<file path="src/rtl/h80cpu_uart_tx_if.sv">
`default_nettype none
// ============================================================================
//  Module   : h80cpu_uart_tx_if
//  Purpose  : h80cpu I/O bus port bundle (run/done toggle handshake).
//  Revision : 1.0  initial release
// ============================================================================
interface h80cpu_uart_tx_if;
  logic [15:0] addr;
  logic [2:0]  cmd;
  logic        run;
  logic [15:0] wr_data;
  logic [15:0] rd_data;
  logic        done;

  modport master (
    output addr, cmd, run, wr_data,
    input  rd_data, done
  );

  modport slave (
    input  addr, cmd, run, wr_data,
    output rd_data, done
  );
endinterface
`default_nettype wire

</file>
<file path="src/rtl/h80cpu_uart_tx.sv">
`default_nettype none
// ============================================================================
//  Module   : h80cpu_uart_tx
//  Purpose  : I/O-bus UART transmitter with TX FIFO, 8N1 LSB first.
//             Define H80CPU_UART_TX_PARITY_EN to append an even parity bit.
//  Revision : 1.0  initial release
// ============================================================================
module h80cpu_uart_tx #(
  parameter int CLK_FREQ   = 27000000,
  parameter int BAUD       = 115200,
  parameter int FIFO_DEPTH = 8
) (
  input  wire logic       clk,
  input  wire logic       reset,
  h80cpu_uart_tx_if.slave bus,
  output logic            uart_txp
);

  localparam int c_BIT_CYCLES = CLK_FREQ / BAUD;
  localparam int c_CNT_W      = $clog2(c_BIT_CYCLES);
  localparam int c_PTR_W      = $clog2(FIFO_DEPTH);

  localparam logic [c_CNT_W-1:0] c_CNT_LOAD    = c_CNT_W'(c_BIT_CYCLES - 1);
  localparam logic [c_PTR_W:0]   c_COUNT_FULL  = (c_PTR_W + 1)'(FIFO_DEPTH);
  localparam logic [2:0]         c_CMD_WRITE_W = 3'd2;
  localparam logic [2:0]         c_CMD_WRITE_B = 3'd3;
  localparam logic [7:0]         c_ADDR_TXDATA = 8'h00;
  localparam logic [7:0]         c_ADDR_STATUS = 8'h02;

  typedef enum logic [2:0] {
    S_IDLE   = 3'd0,
    S_START  = 3'd1,
    S_DATA   = 3'd2,
`ifdef H80CPU_UART_TX_PARITY_EN
    S_PARITY = 3'd3,
`endif
    S_STOP   = 3'd4
  } state_t;

  // FIFO storage and pointers
  logic [7:0]         r_mem [FIFO_DEPTH];
  logic [c_PTR_W-1:0] r_wr_ptr;
  logic [c_PTR_W-1:0] r_rd_ptr;
  logic [c_PTR_W:0]   r_count;

  // bus side
  logic        r_done;
  logic [15:0] r_rd_data;
  logic        w_pending;
  logic        w_is_write;
  logic        w_hit_tx;
  logic        w_hit_status;
  logic        w_stall;
  logic        w_service;
  logic        w_push;
  logic        w_full;
  logic        w_empty;
  logic        w_busy;
  logic [15:0] w_status;
  logic        w_unused_bits;

  // transmitter
  state_t             r_state;
  state_t             w_state_nxt;
  logic [c_CNT_W-1:0] r_bit_cnt;
  logic [c_CNT_W-1:0] w_bit_cnt_nxt;
  logic [2:0]         r_bit_idx;
  logic [2:0]         w_bit_idx_nxt;
  logic [7:0]         r_shift;
  logic [7:0]         w_shift_nxt;
  logic               r_txp;
  logic               w_txp;
  logic               w_pop;
`ifdef H80CPU_UART_TX_PARITY_EN
  logic               r_parity;
  logic               w_parity_nxt;
`endif

  assign w_full   = (r_count == c_COUNT_FULL);
  assign w_empty  = (r_count == '0);
  assign w_busy   = (r_state != S_IDLE) || !w_empty;
  assign w_status = {13'b0, w_busy, w_empty, w_full};

  assign w_pending    = bus.run ^ r_done;
  assign w_is_write   = (bus.cmd == c_CMD_WRITE_W) || (bus.cmd == c_CMD_WRITE_B);
  assign w_hit_tx     = (bus.addr[7:0] == c_ADDR_TXDATA);
  assign w_hit_status = (bus.addr[7:0] == c_ADDR_STATUS);
  // Fullness is judged on the pre-edge count, so a same-edge pop cannot admit the write.
  assign w_stall      = w_is_write && w_hit_tx && w_full;
  assign w_service    = w_pending && !w_stall;
  assign w_push       = w_service && w_is_write && w_hit_tx;

  assign w_unused_bits = &{1'b0, bus.addr[15:8], bus.wr_data[15:8]};

  assign bus.done    = r_done;
  assign bus.rd_data = r_rd_data;
  assign uart_txp    = r_txp;

  always_ff @(posedge clk) begin
    if (reset) begin
      r_done    <= 1'b0;
      r_rd_data <= 16'h0000;
    end else if (w_service) begin
      r_done    <= ~r_done;
      r_rd_data <= (!w_is_write && w_hit_status) ? w_status : 16'h0000;
    end
  end

  always_ff @(posedge clk) begin
    if (w_push) begin
      r_mem[r_wr_ptr] <= bus.wr_data[7:0];
    end
  end

  always_ff @(posedge clk) begin
    if (reset) begin
      r_wr_ptr <= '0;
      r_rd_ptr <= '0;
      r_count  <= '0;
    end else begin
      if (w_push) begin
        r_wr_ptr <= r_wr_ptr + 1'b1;
      end
      if (w_pop) begin
        r_rd_ptr <= r_rd_ptr + 1'b1;
      end
      r_count <= r_count + (c_PTR_W + 1)'(w_push) - (c_PTR_W + 1)'(w_pop);
    end
  end

  always_ff @(posedge clk) begin
    if (reset) begin
      r_state   <= S_IDLE;
      r_bit_cnt <= '0;
      r_bit_idx <= '0;
      r_shift   <= '0;
      r_txp     <= 1'b1;
`ifdef H80CPU_UART_TX_PARITY_EN
      r_parity  <= 1'b0;
`endif
    end else begin
      r_state   <= w_state_nxt;
      r_bit_cnt <= w_bit_cnt_nxt;
      r_bit_idx <= w_bit_idx_nxt;
      r_shift   <= w_shift_nxt;
      r_txp     <= w_txp;
`ifdef H80CPU_UART_TX_PARITY_EN
      r_parity  <= w_parity_nxt;
`endif
    end
  end

  // Line level is the current state's output registered once, hence the 1-clk lag after a pop.
  always_comb begin
    w_state_nxt   = r_state;
    w_bit_cnt_nxt = r_bit_cnt;
    w_bit_idx_nxt = r_bit_idx;
    w_shift_nxt   = r_shift;
    w_pop         = 1'b0;
    w_txp         = 1'b1;
`ifdef H80CPU_UART_TX_PARITY_EN
    w_parity_nxt  = r_parity;
`endif
    case (r_state)
      S_IDLE: begin
        if (!w_empty) begin
          w_pop         = 1'b1;
          w_shift_nxt   = r_mem[r_rd_ptr];
          w_bit_cnt_nxt = c_CNT_LOAD;
          w_state_nxt   = S_START;
`ifdef H80CPU_UART_TX_PARITY_EN
          w_parity_nxt  = ^r_mem[r_rd_ptr];
`endif
        end
      end
      S_START: begin
        w_txp = 1'b0;
        if (r_bit_cnt == '0) begin
          w_bit_cnt_nxt = c_CNT_LOAD;
          w_bit_idx_nxt = 3'd0;
          w_state_nxt   = S_DATA;
        end else begin
          w_bit_cnt_nxt = r_bit_cnt - 1'b1;
        end
      end
      S_DATA: begin
        w_txp = r_shift[0];
        if (r_bit_cnt == '0) begin
          w_bit_cnt_nxt = c_CNT_LOAD;
          w_shift_nxt   = {1'b0, r_shift[7:1]};
          if (r_bit_idx == 3'd7) begin
`ifdef H80CPU_UART_TX_PARITY_EN
            w_state_nxt = S_PARITY;
`else
            w_state_nxt = S_STOP;
`endif
          end else begin
            w_bit_idx_nxt = r_bit_idx + 1'b1;
          end
        end else begin
          w_bit_cnt_nxt = r_bit_cnt - 1'b1;
        end
      end
`ifdef H80CPU_UART_TX_PARITY_EN
      S_PARITY: begin
        w_txp = r_parity;
        if (r_bit_cnt == '0) begin
          w_bit_cnt_nxt = c_CNT_LOAD;
          w_state_nxt   = S_STOP;
        end else begin
          w_bit_cnt_nxt = r_bit_cnt - 1'b1;
        end
      end
`endif
      S_STOP: begin
        w_txp = 1'b1;
        if (r_bit_cnt == '0) begin
          w_state_nxt = S_IDLE;
        end else begin
          w_bit_cnt_nxt = r_bit_cnt - 1'b1;
        end
      end
      default: begin
        w_state_nxt = S_IDLE;
      end
    endcase
  end

endmodule
`default_nettype wire

</file>
<file path="src/flat_wrapper.sv">
// flat-port wrapper written by rule: the top's interface ports become plain ports
module h80cpu_uart_tx_flat 
#(
  parameter int CLK_FREQ   = 27000000,
  parameter int BAUD       = 115200,
  parameter int FIFO_DEPTH = 8
)
  (clk, reset, uart_txp, bus_addr, bus_cmd, bus_run, bus_wr_data, bus_rd_data, bus_done);
  h80cpu_uart_tx_if bus_i ();
  input  wire logic clk;
  input  wire logic reset;
  output logic uart_txp;
  input wire logic [$bits(bus_i.addr)-1:0] bus_addr;
  input wire logic [$bits(bus_i.cmd)-1:0] bus_cmd;
  input wire logic [$bits(bus_i.run)-1:0] bus_run;
  input wire logic [$bits(bus_i.wr_data)-1:0] bus_wr_data;
  output wire logic [$bits(bus_i.rd_data)-1:0] bus_rd_data;
  output wire logic [$bits(bus_i.done)-1:0] bus_done;
  assign bus_i.addr = bus_addr;
  assign bus_i.cmd = bus_cmd;
  assign bus_i.run = bus_run;
  assign bus_i.wr_data = bus_wr_data;
  assign bus_rd_data = bus_i.rd_data;
  assign bus_done = bus_i.done;
  h80cpu_uart_tx #(.CLK_FREQ(CLK_FREQ), .BAUD(BAUD), .FIFO_DEPTH(FIFO_DEPTH)) u_core (.clk(clk), .reset(reset), .bus(bus_i), .uart_txp(uart_txp));
endmodule
</file>
<file path="config.mk">
export PLATFORM = sky130hd
export DESIGN_NAME = h80cpu_uart_tx_flat
export DESIGN_NICKNAME = d
export VERILOG_FILES = /design/src/rtl/h80cpu_uart_tx_if.sv /design/src/rtl/h80cpu_uart_tx.sv /design/src/flat_wrapper.sv
export SDC_FILE = /design/constraint.sdc
export NUM_CORES = 1
export LEC_CHECK = 0
export BUFFER_PORTS_ARGS = -buffer_cell sky130_fd_sc_hd__buf_2
export CORE_MARGIN = 2
export CORE_UTILIZATION = 52
export DETAILED_ROUTE_END_ITERATION = 10
export MAX_ROUTING_LAYER = met4
export PLACE_DENSITY = 0.75
export SLEW_MARGIN = 20
export SYNTH_ARGS = -nofsm -noshare
export SYNTH_HDL_FRONTEND = slang
export SYNTH_SLANG_ARGS = --single-unit
</file>
<file path="constraint.sdc">
create_clock -name clk -period 2.3 [get_ports clk]
set_input_delay 0 -clock clk [delete_from_list [all_inputs] [get_ports clk]]
set_output_delay 0 -clock clk [all_outputs]
set_load 0.1 [all_outputs]
</file>
==> out/results.tsv, run 1 <==
metric	value	unit
diodes	0	
syn_area	0.00476	sq mm
final_hold_viol_count	0	
rrSetupSlack	0.09	ns
clock_path_buffers	2	
multiInputGateArea	0.00190	sq mm
num_vias	3187	
min_path_type	in2reg	
clkSinkCount	104	
hold_ws	0.0578	ns
via_per_inst	5.75	
grt_max_degree	33	
gr-usage-all-layers	20.6	%
max-slew-margin-rel	55.7	%
rows	34	
avgSynthCellArea	12.0	sq um
grt_pass1_vias	3205	
startpoint	u_core.r_count[2]	
async_flop_share	0	%
clock_latency	0.38	ns
hold_end	u_core.bus.done	
drt_pre_antenna_iters	4	
yosys_warnings	0	
cts_root_buf	clkbuf_8	
ys_types	52	
total_power	5.67	mW
skew	0.0199	ns
synth_seq_cells	104	
drive_gt1_share	20.9	%
drt_iter0_drc	155	
finalMaxSlewViolations	0	
gp_congestion	0.834	
fmax	0.452	GHz
io_pins	56	
final_nets	492	
chipHeight	99.7	um
fillCellCount	698	
final_util	61.8	%
wirelength_met1	4160	um
overflow	0	
seqCellArea	0.00273	sq mm
antenna_left	0	
path_max_fanout	3	
synthToLayoutAreaGrowth	14.2	%
grt_pass1_wl	15500	um
core-area	0.00881	sq mm
cts_buffers	9	
dp_hpwl	6090	um
ys_seq_area_share	57.2	%
start_util	54.1	%
period_share	96.1	%
highest_layer	met4	
place_ws	0.0787	ns
cp.arrival	2.47	ns
tightest_slew	0.660	ns
leakagePower	1.94	nW
min_path_cells	5	
die-width	99.7	um
synth_top_area_share	40.3	%
wirelength	9310	um
r2r-end	u_core.r_count[1]	
vdd_drop_max	0.000760	V
clk_pin_slew	0.11	ns
cts_max_level	3	
wl_met3	389	um
antenna_found_initial	0	
setup-violations-final	0	
end_kind	flip-flop	
rr_worst_depth	10	
routedWlPerCell	16.8	um
worstPathRequired	2.55	ns
cap_violations	0	
io_buffers	25	
worst_slack	0.0890	ns
fin_crit	2.21	ns
rr_startpoint	u_core.r_count[2]	
worstHoldStart	bus_addr[2]	
outcome	finished clean	
yosysTopAreaCell	edfxtp_1	
wl_met2	4630	um
yosys_most_used_dff	edfxtp_1	
ys_top_cells_by_area	edfxtp_1 40%, dfxtp_1 17%, mux2i_1 6.9%, ha_1 3.2%, a22o_1 2.6%	
synthCells	396	
route.detailed.drc	0	
tritoncts	built	
dieArea	0.00994	sq mm
worst_setup_path_start_kind	flip-flop	
synth_edf_count	64	
power_density	1040	mW/mm^2
criticalPathCategory	reg2reg	
[placed cells by master, fill, tap and decap left out, types with 3 or more instances in the layout]
| cell type | count |
|---|---|
| nor2b_1 | 8 |
| a22o_1 | 14 |
| nand3_1 | 11 |
| a32o_1 | 7 |
| buf_4 | 22 |
| mux2i_1 | 33 |
| buf_2 | 25 |
| dfxtp_1 | 37 |
| dlygate4sd3_1 | 9 |
| nor2_1 | 15 |
| nand4_1 | 7 |
| o21ai_0 | 13 |
| clkbuf_8 | 9 |
| nor3_1 | 11 |
| inv_1 | 13 |
| nor4_1 | 4 |
| clkinv_8 | 3 |
| a21oi_1 | 14 |
| nand2_1 | 17 |
| o2111ai_1 | 5 |
| edfxtp_1 | 64 |
| dfxtp_2 | 3 |
| xnor2_1 | 4 |
| conb_1 | 13 |
| o31ai_1 | 5 |
| nor3b_1 | 4 |
| or3b_2 | 3 |
| nand2b_1 | 9 |
| o211ai_1 | 3 |
| ha_1 | 10 |
[cell type report]
type	count	share of cell area, %
clock buffers	9	2.28
clock inverters	7	1.77
inverters	16	1.15
multi-input cells	253	34.9
flip-flops and latches	104	50.1
well taps	108	2.48
repair buffers	57	7.36
[worst max path at each step]
stage | end | slack [ns] | depth (start not counted)
2_1_floorplan | u_core.r_mem[3][0] | 0.01 | 4
3_3_place_gp | u_core.r_count[1] | 0.12 | 10
3_5_place_dp | u_core.r_count[3] | 0.08 | 12
4_1_cts | u_core.r_count[3] | 0.04 | 12
5_1_grt | u_core.r_count[1] | -0.0002 | 10
6_report | u_core.r_count[1] | 0.09 | 10
[synth_stat cells (3+ instances only)]
cell type and instances:
edfxtp_1 64, dfxtp_1 40, mux2i_1 33, nand2_1 18, inv_1 16, nor2_1 16, a21oi_1 15, a22o_1 14
buf_4 13, clkbuf_1 13, o21ai_0 13, ha_1 12, nand3_1 11, nor3_1 11, nand2b_1 9, nor2b_1 9
a32o_1 7, nand4_1 7, nor3b_1 5, nor4_1 5, o2111ai_1 5, o31ai_1 5, buf_1 4, or3b_2 4
xnor2_1 4, buf_2 3, nor4b_1 3, o211ai_1 3
[stage by stage]
| step | instance area [sq um] | cells | setup TNS [ns] |
|---|---|---|---|
| 2_1_floorplan | 4850 | 408 | 0 |
| 3_3_place_gp | 5080 | 528 | 0 |
| 3_5_place_dp | 5080 | 528 | 0 |
| 4_1_cts | 5390 | 553 | 0 |
| 5_1_grt | 5440 | 554 | -0.000185 |
| 6_report | 5440 | 554 | 0 |
[report_power, final]
| group | switching [mW] | internal [mW] |
|---|---|---|
| Sequential | 0.187 | 2.20 |
| Combinational | 1.16 | 0.932 |
| Clock | 0.735 | 0.455 |
| Total | 2.08 | 3.59 |
[registers in the layout, summed over array words and instances (netlist names), named ones only]
| register | count |
|---|---|
| u_core.r_mem | 64 |
| u_core.r_bit_cnt | 8 |
| u_core.r_shift | 8 |
| u_core.r_count | 4 |
| u_core.bus.rd_data | 3 |
| u_core.r_bit_idx | 3 |
| u_core.r_rd_ptr | 3 |
| u_core.r_state | 3 |
| u_core.r_wr_ptr | 3 |
| u_core.bus.done | 1 |
| u_core.uart_txp | 1 |
[logic make-up after synthesis]
| logic type | count (synthesis) | synth area share, % |
|---|---|---|
| compound gates | 78 | 12.2 |
| mux | 36 | 8.12 |
| xor+xnor | 6 | 1.10 |
| buf+inv | 51 | 5.44 |
| flops | 104 | 57.2 |
| simple gates | 107 | 12.3 |
| other cells | 1 | 0.0787 |
| fa+ha+maj | 13 | 3.57 |
[per-layer routing]
metal / track usage [%] / vias to the layer above
li1: - / 1552
met3: 4.85 / 13
met5: - / -
met2: 34.0 / 66
met1: 25.4 / 1556
met4: 6.22 / 0
[repair_timing]
action                                  CTS  global route
resized for setup                         0            12
hold buffers                              9             0
buffers inserted                          0             1
hold endpoints to repair                 65             0
endpoints found under the setup margin    0             3
[critical path: stages, from the launching register on]
cell	delay, ns
dfxtp_2	0.35
inv_4	0.07
ha_4	0.12
or3b_4	0.39
nand2_4	0.07
inv_1	0.04
ha_1	0.28
inv_2	0.04
ha_4	0.15
fa_2	0.43
nor2b_2	0.16
(Power assumes the default switching activity.)
==> run 2: changes to the inputs <==
- PLACE_DENSITY: 0.75 -> 0.81
==> out/results.tsv, run 2 (same netlist as run 1, synthesis figures left out) <==
metric	value	unit
crit_path_cell_trace	inv_2, ha_4, or3b_4, nand2_4, inv_2, ha_4, inv_2, ha_4, fa_2, nor2b_4	
cp.arrival	2.56	ns
place_area	0.00505	sq mm
p_sw_share	36.7	%
overflow	0	
cap_violations	0	
cpPeakStageDelay	0.56	ns
final_common_cell	edfxtp_1	
grt_max_degree	33	
drive_gt1_share	20.9	%
fillCellCount	677	
largest_register	u_core.r_mem	
path_max_fanout	3	
rsz0062_at_grt	yes	
fmax	0.446	GHz
rr_startpoint	u_core.r_count[2]	
clk_pin_slew	0.12	ns
power_switching	2.09	mW
period_share	97.5	%
tritoncts	built	
worst_setup_path_start_kind	flip-flop	
worstHoldStart	bus_addr[2]	
antenna_left	0	
min_path_type	in2reg	
drt_pre_antenna_iters	5	
hold_end	u_core.bus.done	
pwr-share-clk	21.3	%
comb_power_share	37.0	%
largest_register_ffs	64	
clock_latency	0.40	ns
cts_root_buf	clkbuf_8	
dp_hpwl	6260	um
gp_congestion	0.892	
route.detailed.drc	0	
crit_buf_inv	3	
dieArea	0.00994	sq mm
critical_path.top_delay_family	adder cells	
setup-violations-final	0	
critPathSlowestCell	fa_2	
fin_crit	2.24	ns
rrSetupSlack	0.06	ns
io_buffers	25	
finalMaxSlewViolations	0	
top_regs	u_core.r_mem x64, u_core.r_bit_cnt x8, u_core.r_shift x8	
final_cell_area	0.00544	sq mm
grt_pass1_wl	15300	um
criticalPathCategory	reg2reg	
worst_slack	0.0578	ns
r2r-end	u_core.r_count[1]	
drt_iter0_drc	170	
diodes	0	
skew	0.0255	ns
final_nets	491	
stdcell_count	553	
power_density	1050	mW/mm^2
max-slew-margin-rel	58.4	%
pwr-share-seq	41.8	%
vdd_drop_max	0.000603	V
final_hold_viol_count	0	
grt_pass1_vias	3192	
crit_cells	10	
total_power	5.70	mW
cts_max_level	3	
worstPathRequired	2.62	ns
core-area	0.00881	sq mm
routedWlPerCell	17.3	um
chipHeight	99.7	um
clock_path_buffers	2	
via_per_inst	5.80	
place_inst	525	
cts_buffers	9	
synthToLayoutAreaGrowth	14.2	%
start_util	54.1	%
rr_worst_depth	10	
num_vias	3210	
place_ws	0.0204	ns
leakagePower	1.94	nW
outcome	finished clean	
p_int	3.61	mW
min_path_cells	5	
die-width	99.7	um
most-common-layout-cells	64 x edfxtp_1, 37 x dfxtp_1, 33 x mux2i_1, 25 x buf_2, 22 x buf_4	
tightest_slew	0.619	ns
io_pins	56	
gr-usage-all-layers	20.5	%
end_kind	flip-flop	
wirelength	9570	um
antenna_found_initial	0	
rows	34	
clkSinkCount	104	
==> run 2: cell types whose count changed in the layout (fill, tap and decap cells not counted), sizes merged <==
cell and delta:
buf -1
==> run 2: metal layers <==
| metal | wire (um) | global-route usage (%) |
|---|---|---|
| met1 | 4030 | 25.0 |
| met2 | 4960 | 34.3 |
| met3 | 419 | 4.15 |
| met4 | 164 | 7.06 |
| met5 | 0 | - |
==> run 2: timing repair <==
item | in CTS | in global routing
gates resized for setup | 0 | 13
endpoints found under the setup margin | 0 | 3
hold buffers | 9 | 0
hold endpoints to repair | 65 | 0
buffers inserted | 0 | 3
==> run 2: worst max path at each step <==
stage / startpoint / to / slack (ns)
2_1_floorplan: u_core.bus.done / u_core.r_mem[3][0] / 0.01
3_3_place_gp: u_core.r_count[2] / u_core.r_count[1] / 0.09
3_5_place_dp: u_core.r_count[2] / u_core.r_count[1] / 0.02
4_1_cts: u_core.r_count[2] / u_core.r_count[1] / 0.006
5_1_grt: u_core.r_count[2] / u_core.r_count[2] / -0.04
6_report: u_core.r_count[2] / u_core.r_count[1] / 0.06
==> run 2: metrics by stage <==
stage	setup TNS (ns)	hold WS [ns]	util, %
detailed placement	0	0.264	57.3
global placement	0	0.258	57.3
floorplan	0	0.0989	-
finish	0	0.0437	61.8
global route	-0.0372	0.0802	61.8
CTS	0	0.0388	60.8
==> run 2: final cells by class <==
cell class,instances,area (sq um),share of cell area [%]
multi-input combinational,253,1920,35.2
sequential,104,2730,50.1
inverter,16,60.1,1.10
clock inverter,7,96.3,1.77
tap,108,135,2.49
clock buffer,9,124,2.28
timing repair buffer,56,380,6.99
==> run 2: power by group through the flow <==
stage | Clock [mW] | Combinational (mW) | Sequential (mW)
after detailed placement | 0 | 1.92 | 2.41
final | 1.21 | 2.11 | 2.38
after CTS | 1.21 | 1.94 | 2.37
after floorplan | 0 | 1.54 | 2.41
after global placement | 0 | 1.85 | 2.40
after global routing | 1.29 | 2.31 | 2.42
==> run 2: tightest hold or removal path: stages <==
cell and delay [ns]:
buf_2 0.07, nor3_1 0.06, nand4_1 0.09, nand2_1 0.05, a21oi_1 0.13
==> run 3: changes to the inputs <==
- CORE_UTILIZATION: 52 -> 40
- PLACE_DENSITY: 0.81 -> 0.67
==> out/results.tsv, run 3 (same netlist as run 1, synthesis figures left out) <==
metric	value	unit
finalMaxSlewViolations	0	
cap_violations	0	
r2r-end	u_core.r_count[1]	
routedWlPerCell	15.4	um
rr_startpoint	u_core.r_count[2]	
path_max_fanout	3	
rr_worst_depth	10	
clkSinkCount	104	
comb_power_share	34.2	%
chipHeight	113	um
final_nets	493	
start_util	41.4	%
stdcell_count	590	
end_kind	flip-flop	
skew	0.00945	ns
pwr-share-seq	39.9	%
dieArea	0.0128	sq mm
fmax	0.451	GHz
most-common-layout-cells	64 x edfxtp_1, 39 x dfxtp_1, 33 x mux2i_1, 25 x buf_2, 23 x buf_4	
worstPathRequired	2.52	ns
io_buffers	25	
rsz0062_at_grt	no	
setup-violations-final	0	
worst_slack	0.0823	ns
antenna_found_initial	0	
p_int	3.90	mW
largest_register	u_core.r_mem	
power_density	1070	mW/mm^2
power_switching	2.07	mW
cts_max_level	3	
rows	39	
min_path_type	in2reg	
overflow	0	
violations	DRC	
criticalPathCategory	reg2reg	
cts_buffers	9	
final_hold_viol_count	0	
p_sw_share	34.7	%
fillCellCount	1009	
wirelength	9100	um
antenna_left	0	
max-slew-margin-rel	53.1	%
place_ws	0.0639	ns
final_common_cell	edfxtp_1	
grt_pass1_wl	14800	um
total_power	5.96	mW
num_vias	3152	
place_inst	565	
min_path_cells	5	
route.detailed.drc	2	
die-width	113	um
worstHoldStart	bus_addr[2]	
tritoncts	built	
startpoint	u_core.r_count[2]	
synthToLayoutAreaGrowth	16.8	%
diodes	0	
outcome	finished, violations left	
hold_end	u_core.bus.done	
period_share	96.4	%
via_per_inst	5.34	
largest_register_ffs	64	
dp_hpwl	6190	um
worst_setup_path_start_kind	flip-flop	
cts_root_buf	clkbuf_16	
drt_pre_antenna_iters	7	
drive_gt1_share	19.7	%
cp.arrival	2.44	ns
leakagePower	1.99	nW
pwr-share-clk	26.0	%
grt_pass1_vias	2960	
fin_crit	2.22	ns
drt_iter0_drc	140	
setup_tns	0	ns
io_pins	56	
grt_max_degree	33	
tightest_slew	0.698	ns
gr-usage-all-layers	15.3	%
clock_latency	0.35	ns
vdd_drop_max	0.000478	V
gp_congestion	0.841	
clk_pin_slew	0.08	ns
top_regs	u_core.r_mem x64, u_core.r_bit_cnt x8, u_core.r_shift x8	
core-area	0.0115	sq mm
rrSetupSlack	0.08	ns
clock_path_buffers	2	
-- run 3: critical path, stage by stage (launching register included) --
cell	delay, ns
dfxtp_1	0.31
inv_2	0.07
ha_1	0.16
or3b_4	0.40
nand2_4	0.06
inv_1	0.04
ha_1	0.28
inv_1	0.09
ha_4	0.14
fa_2	0.41
nor2b_1	0.13
-- run 3: through the flow --
step | util (%) | hold slack (ns) | instance area [sq um]
detailed placement | 44.6 | 0.271 | 5140
finish | 48.3 | 0.106 | 5560
floorplan | - | 0.0989 | 4850
global route | 48.3 | 0.129 | 5560
global placement | 44.6 | 0.259 | 5140
CTS | 48.1 | 0.103 | 5540
-- run 3: power by group through the flow --
stage,sequential (mW),clock [mW],combinational [mW]
finish,2.38,1.55,2.04
global placement,2.41,0,1.94
CTS,2.37,1.58,2.01
global route,2.41,1.65,2.24
detailed placement,2.41,0,2.00
floorplan,2.41,0,1.54
-- run 3: per-layer routing --
metal | vias up | track usage [%] | part of all wire [%]
met5 | - | - | 0
met2 | 61 | 25.3 | 50
met4 | 0 | 6.59 | 2.3
met3 | 20 | 3.00 | 2.8
met1 | 1519 | 18.3 | 45
li1 | 1552 | - | -
-- run 3: timing repair --
action,CTS,global route
setup endpoints to repair,0,2
hold buffers,9,0
buffers inserted,0,0
gates resized for setup,0,4
hold endpoints to repair,65,0
-- run 3: cell type report --
| cell class | instances | area (sq um) | share of cell area, % |
|---|---|---|---|
| clock buffers | 9 | 225 | 4.05 |
| clock inverters | 7 | 86.3 | 1.55 |
| inverters | 16 | 60.1 | 1.08 |
| multi-input cells | 253 | 1880 | 33.8 |
| flip-flops and latches | 104 | 2720 | 49.0 |
| well taps | 143 | 179 | 3.22 |
| repair buffers | 58 | 408 | 7.33 |
-- run 3: worst max-delay path by stage --
stage | endpoint | slack (ns)
2_1_floorplan | u_core.r_mem[3][0] | 0.01
3_3_place_gp | u_core.r_count[1] | 0.12
3_5_place_dp | u_core.r_count[1] | 0.06
4_1_cts | u_core.r_count[1] | 0.05
5_1_grt | u_core.r_count[1] | 0.01
6_report | u_core.r_count[1] | 0.08
